==> config.mk <==
export PLATFORM = sky130hd
export DESIGN_NAME = apb_fifo_subordinate_flat
export DESIGN_NICKNAME = d
export VERILOG_FILES = /design/src/rtl/apb_fifo_subordinate_if.sv /design/src/rtl/apb_fifo_subordinate.sv /design/src/flat_wrapper.sv
export SDC_FILE = /design/constraint.sdc
export NUM_CORES = 1
export LEC_CHECK = 0
export ABC_AREA = 1
export BUFFER_PORTS_ARGS = -buffer_cell sky130_fd_sc_hd__buf_4
export CORE_MARGIN = 2
export CORE_UTILIZATION = 45
export DETAILED_ROUTE_END_ITERATION = 10
export GPL_TIMING_DRIVEN = 0
export HOLD_SLACK_MARGIN = 0.15
export SYNTH_ARGS = -nofsm -noshare
export SYNTH_HDL_FRONTEND = slang
export SYNTH_SLANG_ARGS = --single-unit
==> constraint.sdc <==
create_clock -name PCLK -period 5.1 [get_ports PCLK]
set_input_delay 1.02 -clock PCLK [delete_from_list [all_inputs] [get_ports PCLK]]
set_output_delay 1.02 -clock PCLK [all_outputs]
set_load 0.01 [all_outputs]
==> src/rtl/apb_fifo_subordinate_if.sv <==
// APB bus bundle between the manager's decoder/mux and the FIFO mailbox subordinate.
interface apb_fifo_subordinate_if;
    logic        PSEL;
    logic        PENABLE;
    logic        PWRITE;
    logic [31:0] PADDR;
    logic [31:0] PWDATA;
    logic [31:0] PRDATA;
    logic        PREADY;

    modport master (
        output PSEL, PENABLE, PWRITE, PADDR, PWDATA,
        input  PRDATA, PREADY
    );

    modport slave (
        input  PSEL, PENABLE, PWRITE, PADDR, PWDATA,
        output PRDATA, PREADY
    );
endinterface

==> src/rtl/apb_fifo_subordinate.sv <==
// APB subordinate exposing a word FIFO mailbox, CTRL/STATUS/FLAGS registers
// and a programmable PREADY wait-state count.
module apb_fifo_subordinate #(
    parameter int unsigned DEPTH = 8
) (
    input  logic                         PCLK,
    input  logic                         PRESET,
    apb_fifo_subordinate_if.slave        bus,
    output logic                         IRQ
);

    localparam int unsigned AW = $clog2(DEPTH);
    localparam int unsigned PW = AW + 1;

    localparam logic [1:0] A_STATUS = 2'd0;
    localparam logic [1:0] A_DATA   = 2'd1;
    localparam logic [1:0] A_CTRL   = 2'd2;
    localparam logic [1:0] A_FLAGS  = 2'd3;

    typedef enum logic {S_IDLE = 1'b0, S_ACCESS = 1'b1} state_e;

    state_e         state_q, state_d;
    logic [3:0]     wcnt_q, wcnt_d;
    logic [PW-1:0]  wptr_q, wptr_d;
    logic [PW-1:0]  rptr_q, rptr_d;
    logic [3:0]     wait_q, wait_d;
    logic           ie_ne_q, ie_ne_d;
    logic           ie_err_q, ie_err_d;
    logic           ovf_q, ovf_d;
    logic           udf_q, udf_d;
    logic [31:0]    mem_q [DEPTH];

    logic           pready_c, done_c, mem_we_c;
    logic           empty_c, full_c;
    logic [PW-1:0]  count_c;
    logic [1:0]     sel_c;
    logic [31:0]    rdata_c;
    logic           unused_addr_c;

    assign unused_addr_c = ^{bus.PADDR[31:4], bus.PADDR[1:0]};
    assign sel_c   = bus.PADDR[3:2];
    assign empty_c = (wptr_q == rptr_q);
    assign full_c  = (wptr_q[AW-1:0] == rptr_q[AW-1:0]) && (wptr_q[AW] != rptr_q[AW]);
    assign count_c = wptr_q - rptr_q;

    assign pready_c = (state_q == S_ACCESS) && (wcnt_q == 4'd0);
    assign done_c   = pready_c && bus.PSEL && bus.PENABLE;

    // Read mux; the DATA head reads as zero when empty.
    always_comb begin
        rdata_c = 32'd0;
        case (sel_c)
            A_STATUS: rdata_c = (32'(count_c) << 8) | {30'd0, full_c, empty_c};
            A_DATA:   rdata_c = empty_c ? 32'd0 : mem_q[rptr_q[AW-1:0]];
            A_CTRL:   rdata_c = {26'd0, ie_err_q, ie_ne_q, wait_q};
            A_FLAGS:  rdata_c = {30'd0, udf_q, ovf_q};
            default:  rdata_c = 32'd0;
        endcase
    end

    assign bus.PREADY = pready_c;
    assign bus.PRDATA = pready_c ? rdata_c : 32'd0;
    assign IRQ        = (ie_ne_q & ~empty_c) | (ie_err_q & (ovf_q | udf_q));

    // Transfer sequencing plus register side effects on the completing cycle.
    always_comb begin
        state_d  = state_q;
        wcnt_d   = wcnt_q;
        wptr_d   = wptr_q;
        rptr_d   = rptr_q;
        wait_d   = wait_q;
        ie_ne_d  = ie_ne_q;
        ie_err_d = ie_err_q;
        ovf_d    = ovf_q;
        udf_d    = udf_q;
        mem_we_c = 1'b0;

        case (state_q)
            S_IDLE: begin
                if (bus.PSEL && !bus.PENABLE) begin
                    state_d = S_ACCESS;
                    wcnt_d  = wait_q;
                end
            end
            S_ACCESS: begin
                if (!bus.PSEL) begin
                    state_d = S_IDLE;
                end else if (!bus.PENABLE) begin
                    wcnt_d = wait_q;
                end else if (wcnt_q != 4'd0) begin
                    wcnt_d = wcnt_q - 4'd1;
                end else begin
                    state_d = S_IDLE;
                end
            end
            default: state_d = S_IDLE;
        endcase

        if (done_c) begin
            case (sel_c)
                A_DATA: begin
                    if (bus.PWRITE) begin
                        if (full_c) begin
                            ovf_d = 1'b1;
                        end else begin
                            mem_we_c = 1'b1;
                            wptr_d   = wptr_q + PW'(1);
                        end
                    end else begin
                        if (empty_c) udf_d  = 1'b1;
                        else         rptr_d = rptr_q + PW'(1);
                    end
                end
                A_CTRL: begin
                    if (bus.PWRITE) begin
                        wait_d   = bus.PWDATA[3:0];
                        ie_ne_d  = bus.PWDATA[4];
                        ie_err_d = bus.PWDATA[5];
                        if (bus.PWDATA[8]) rptr_d = wptr_q;
                    end
                end
                A_FLAGS: begin
                    if (bus.PWRITE) begin
                        ovf_d = ovf_q & ~bus.PWDATA[0];
                        udf_d = udf_q & ~bus.PWDATA[1];
                    end
                end
                default: ;
            endcase
        end
    end

    always_ff @(posedge PCLK) begin
        if (PRESET) begin
            state_q  <= S_IDLE;
            wcnt_q   <= 4'd0;
            wptr_q   <= '0;
            rptr_q   <= '0;
            wait_q   <= 4'd0;
            ie_ne_q  <= 1'b0;
            ie_err_q <= 1'b0;
            ovf_q    <= 1'b0;
            udf_q    <= 1'b0;
        end else begin
            state_q  <= state_d;
            wcnt_q   <= wcnt_d;
            wptr_q   <= wptr_d;
            rptr_q   <= rptr_d;
            wait_q   <= wait_d;
            ie_ne_q  <= ie_ne_d;
            ie_err_q <= ie_err_d;
            ovf_q    <= ovf_d;
            udf_q    <= udf_d;
        end
    end

    // Storage is not reset; pointers alone define what is valid.
    always_ff @(posedge PCLK) begin
        if (mem_we_c && !PRESET) mem_q[wptr_q[AW-1:0]] <= bus.PWDATA;
    end

endmodule

==> src/flat_wrapper.sv <==
// flat-port wrapper written by rule: the top's interface ports become plain ports
module apb_fifo_subordinate_flat 
#(
    parameter int unsigned DEPTH = 8
)
  (PCLK, PRESET, IRQ, bus_PSEL, bus_PENABLE, bus_PWRITE, bus_PADDR, bus_PWDATA, bus_PRDATA, bus_PREADY);
  apb_fifo_subordinate_if bus_i ();
  input  logic PCLK;
  input  logic PRESET;
  output logic IRQ;
  input wire logic [$bits(bus_i.PSEL)-1:0] bus_PSEL;
  input wire logic [$bits(bus_i.PENABLE)-1:0] bus_PENABLE;
  input wire logic [$bits(bus_i.PWRITE)-1:0] bus_PWRITE;
  input wire logic [$bits(bus_i.PADDR)-1:0] bus_PADDR;
  input wire logic [$bits(bus_i.PWDATA)-1:0] bus_PWDATA;
  output wire logic [$bits(bus_i.PRDATA)-1:0] bus_PRDATA;
  output wire logic [$bits(bus_i.PREADY)-1:0] bus_PREADY;
  assign bus_i.PSEL = bus_PSEL;
  assign bus_i.PENABLE = bus_PENABLE;
  assign bus_i.PWRITE = bus_PWRITE;
  assign bus_i.PADDR = bus_PADDR;
  assign bus_i.PWDATA = bus_PWDATA;
  assign bus_PRDATA = bus_i.PRDATA;
  assign bus_PREADY = bus_i.PREADY;
  apb_fifo_subordinate #(.DEPTH(DEPTH)) u_core (.PCLK(PCLK), .PRESET(PRESET), .bus(bus_i), .IRQ(IRQ));
endmodule
* Yosys cells after proc, flatten, opt, wreduce, memory -nomap -nowiden
Memories as Yosys holds them, arrays and structs flattened. A register that Yosys moved wholly into a read port is not among the register bits. Cells that the tools add are included.
Word-level totals: flip-flop bits (word level) 21, RAM bits 256, input port bits 69, output and inout bits 34, word-level logic and storage cells 96, memories kept 1
Memory list:
- u_core.mem_q | depth 8, bits a word 32, rd ports 1, clocked after Yosys merged registers in 1, wr ports 1, line apb_fifo_subordinate.sv:31 | logic [31:0] mem_q [DEPTH];
Cells by class: add/subtract/negate cells 4, equality and inequality tests 17, multiplexer cells 34, bitwise operators 12, reductions and logical operators 19
Operators by type and width (number):
- case mux 32 bit (4 select lines) | 1
- two-way mux 32 bit | 2
- two-way mux 4 bit | 8
- two-way mux 1 bit | 16
- case mux 4 bit (2 select lines) | 2
- != test 2 bit, second input constant | 7
- bitwise OR 12 x 2 -> 12 bit | 1
- AND reduction 5 bit | 2
- adder 4 x 1 -> 4 bit, second input constant | 2
- logical AND 1 bit | 6
- two-way mux 3 bit | 2
- != test 2 x 1 -> 1 bit, second input constant | 3
- case mux 1 bit (2 select lines) | 3
- AND reduction 3 bit | 2
- AND reduction 6 bit | 1
- inverter 1 bit | 5
- bitwise AND 1 bit | 4
- == test 2 bit, second input constant | 2
- == test 4 bit | 1
- logical NOT 4 bit | 1
- AND reduction 4 bit | 1
- nonzero test 2 bit | 2
- nonzero test 4 bit | 1
- subtractor 4 x 1 -> 4 bit, second input constant | 1
- 8 further kinds | 10

* Depth between registers and ports, before layout
depth in word-level cells 9, mapped depth 10, gate-level depth less buffers 10

* Least setup slack after synthesis
OpenSTA, ideal clock, no wires.
kind input to register, start in bus_PENABLE, end mem u_core.mem_q[6][0], enable pin, setup time 0.421 ns, data arrival time 3.089 ns, required time 4.679 ns, slack 1.590 ns, cell stages on the path 8, path buffers 0, cells stage by stage nand2_2 > nor2_2 > nand2_1 > nor2_4 > nand3_2 > inv_1 > nand3_1 > nor2_1
Between the ends: word-level cells in the longest chain between the ends 5
RTL lines:
- start: declaration | line flat_wrapper.sv:12 | input wire logic [$bits(bus_i.PENABLE)-1:0] bus_PENABLE;
- logical AND 1 bit | line apb_fifo_subordinate.sv:47 | assign done_c = pready_c && bus.PSEL && bus.PENABLE;
- two-way mux 1 bit | line apb_fifo_subordinate.sv:99 | if (done_c) begin
- logical AND 1 bit | line apb_fifo_subordinate.sv:159 | if (mem_we_c && !PRESET) mem_q[wptr_q[AW-1:0]] <= bus.PWDATA;
- two-way mux 1 bit | line apb_fifo_subordinate.sv:159
- two-way mux 1 bit (implied by the code) | line apb_fifo_subordinate.sv:159
- end: declaration | line apb_fifo_subordinate.sv:31
Every way passes these cells.

* Final worst setup path
start reg u_core.wptr_q[0], end out bus_PRDATA[11]
Between the ends: word-level cells in the longest chain between the ends 4, elaborated cells between the ends (all ways) 6, classes of those cells add/sub: 1; eq/ne: 1; mux: 3; bitwise: 1
RTL lines:
- start: declaration | line apb_fifo_subordinate.sv:24 | logic [PW-1:0] wptr_q, wptr_d;
- start signal: assignment | line apb_fifo_subordinate.sv:147 | wptr_q <= wptr_d;
- subtractor 4 bit / == test 4 bit (equally long branches) | line apb_fifo_subordinate.sv:44, apb_fifo_subordinate.sv:42
- bitwise OR 12 x 2 -> 12 bit / two-way mux 32 bit (equally long branches) | line apb_fifo_subordinate.sv:53, apb_fifo_subordinate.sv:54
- case mux 32 bit (4 select lines) (*) | line apb_fifo_subordinate.sv:52 | case (sel_c)
- two-way mux 32 bit (*) | line apb_fifo_subordinate.sv:62 | assign bus.PRDATA = pready_c ? rdata_c : 32'd0;
- end: declaration | line flat_wrapper.sv:16 | output wire logic [$bits(bus_i.PRDATA)-1:0] bus_PRDATA;
Mark *: on every way between the ends. The rest lies on a longest branch, timed or not.

==> metrics.cfg <==
[global_route]
grt_max_degree=25
grt_overflow_total=0
grt_usage_pct=22.00
antenna_found_initial=0
grt_pass1_wl_um=44350
grt_pass1_vias=7718

[clock_network]
clk_pin_slew_ns=0.06
clkLatencyLatePin_ns=0.55
numCtsBuffers=30
cts.sinks=280
cts_setup_buffers=0
clock_path_buffers=3
tritoncts=yes
root_buffer=clkbuf_16
cts_hold_buf=0
htree_levels=1
ctsResizeCount=0

[yosys]
synth-edff-count=256
synthCells=1025
syn-num-nets=1102
ys_seq_area_share_pct=70.35
synth-main-ff-cell=edfxtp_1
synth_area_um2=11610
yosysWarningCount=0
avgSynthCellArea_um2=11.33
async_flop_share_pct=0
ys_ff_latch=280
netlist-cell-type-count=34

[critical_path]
crit_chain=inv_1, ha_1, and3_1, nand2_2, nand2_4, clkinv_1, nand3_1, a21oi_1, buf_4
critPathArrivalTime_ns=2.74
slowest_stage=dfxtp_1
cp-start-kind=flop
worstSetupPathType=flop to output port
crit_required_ns=4.08
max_stage_delay_ns=0.43
crit_fanout=10
end_kind=output port

[timing]
fin_skew_ns=0.009262
finalHoldViolations=0
slew_headroom_pct=48.31
timing.fmax_mhz=265.7
drv_slew=0
finalSetupViolCount=0
fin_crit_sh_pct=73.79
rsz0062_at_grt=no
worstMarginPinSlew_ns=0.7753
fin_crit_ns=3.763
tns_ns=0
fin_ws_ns=1.337

[drt]
antenna_left=0
drt-wirelength-per-cell_um=19.90
vias=8056
vias_per_cell=5.407
drc=0
drtIter0Drc=673
firstDrtPassIters=5
totalWireLength_um=29650

[placement]
port_buffers=70
dp_hpwl_um=18990
placedCellCount=1434
placed_area_um2=12790
gp_congestion=0.8318
place_ws_ns=1.627

[layout]
area_delta_synth_final_pct=18.54
instances_no_fill=1490
final_nets=1213
n_antenna_cell=0
drive_gt1_share_pct=15.00
final_area_um2=13760

[power_and_ir_drop]
p_per_area_nw_per_um2=343.2
p_total_mw=4.723
p_leak_nw=4.788
ir_drop_v=0.0002780

[floorplanning]
die_x_um=164.6
ioPinCount=103
initial_utilization_pct=45.97
rows=58
chipHeight_um=164.6
core_um2=25250
die-area_um2=27100

[flow_run]
maxCapViolations=0

[run_status]
status=completed

[hold_path]
min-delay-path-class=flop to flop

[area by class of cell]
cell class                      instances  area, um2
Inverter                               33      123.9
Fill cell                            2171      11490
Tap cell                              330      412.9
Clock buffer                           42      847.1
Timing Repair Buffer                   79      711.9
Sequential cell                       280       8168
Buffer                                 55      282.8
Clock inverter                         14      121.4
Multi-Input combinational cell        657       3094
[report_power, final]
part / total [mW] / switching [mW] / leakage, nW / internal (mW)
logic: 0.0979 / 0.0653 / 1.82 / 0.0327
clock network: 2.12 / 0.867 / 0.475 / 1.25
registers: 2.51 / 0.00184 / 2.49 / 2.50
total: 4.72 / 0.934 / 4.79 / 3.79
[registers in the layout, summed over array words and instances (netlist names), named ones only]
signal and count:
u_core.ie_ne_q 1, u_core.ovf_q 1, u_core.state_q 1, u_core.wcnt_q 4
u_core.wait_q 4, u_core.ie_err_q 1, u_core.wptr_q 4, u_core.rptr_q 4
u_core.mem_q 256, u_core.udf_q 1
[critical path: cells and delay by family (launching register included)]
family | cells | cell delay (ns)
buffers and inverters | 3 | 0.64
and+or+nand+nor | 4 | 0.69
DFF | 1 | 0.43
AOI/OAI and AO/OA | 1 | 0.12
adders and majority gates | 1 | 0.31
[routing by layer]
metal | share of wire (%) | global-route usage, % | routed length, um | vias to the layer above
met5 | 0 | 0 | 0 | -
met4 | 2.6 | 6.324 | 762 | 0
met3 | 5.8 | 2.863 | 1714 | 53
met2 | 49 | 37.45 | 14450 | 261
met1 | 43 | 29.79 | 12720 | 3911
li1 | - | - | - | 3831
[worst paths after layout]
kind,start,end,slack (ns),cells past startpoint
worst max-delay path,u_core.wptr_q[0],bus_PRDATA[11],1.34,9
worst min-delay path,u_core.ie_ne_q,u_core.ie_ne_q,0.47,2
worst max register to register,u_core.wptr_q[0],u_core.mem_q[7][14],2.24,9
worst min register to register,u_core.ie_ne_q,u_core.ie_ne_q,0.47,2
[kinds of logic after synthesis]
logic type	count (synthesis)	share of synthesized area (%)
AND/OR/NAND/NOR	439	15.58
flip-flops	280	70.35
AO/OA/AOI/OAI	204	9.182
buffers and inverters	88	3.502
adder cells (fa/ha/maj)	8	0.9268
XOR/XNOR	6	0.4526
[layout by cell type, fill, tap and decap left out, drive strengths merged]
cell type	n
or2	1
a21oi	22
xor2	4
nor2	283
o22ai	2
o211ai	5
clkinvlp	1
edfxtp	256
nand3	67
and3	1
nand4	3
inv	31
o21ai	152
clkinv	13
clkbuf	64
a21boi	1
dfxtp	24
xnor2	2
bufinv	2
fa	1
ha	7
buf	112
nand3b	3
a31oi	22
nor3	1
nand2	80
[metrics by stage]
step / util, % / hold WS (ns)
after detailed placement: 50.66 / 0.4645
after global routing: 54.49 / 0.5080
after CTS: 54.49 / 0.4721
after floorplan: - / 0.4401
after global placement: 49.69 / 0.4575
final: 54.49 / 0.4706
[cell usage after synthesis (6+ instances only)]
cell,count,area share (%)
buf_2,19,0.82
o21ai_0,146,6.3
nor2_1,279,9.0
a31oi_1,22,1.2
nand3_1,66,2.8
a21oi_1,22,0.95
nand2_1,75,2.4
dfxtp_1,24,4.1
inv_1,28,0.91
ha_1,7,0.75
edfxtp_1,256,66
buf_4,6,0.39
clkbuf_1,22,0.71
o21ai_1,6,0.26
Note: power is estimated with default switching activity, not from simulation.
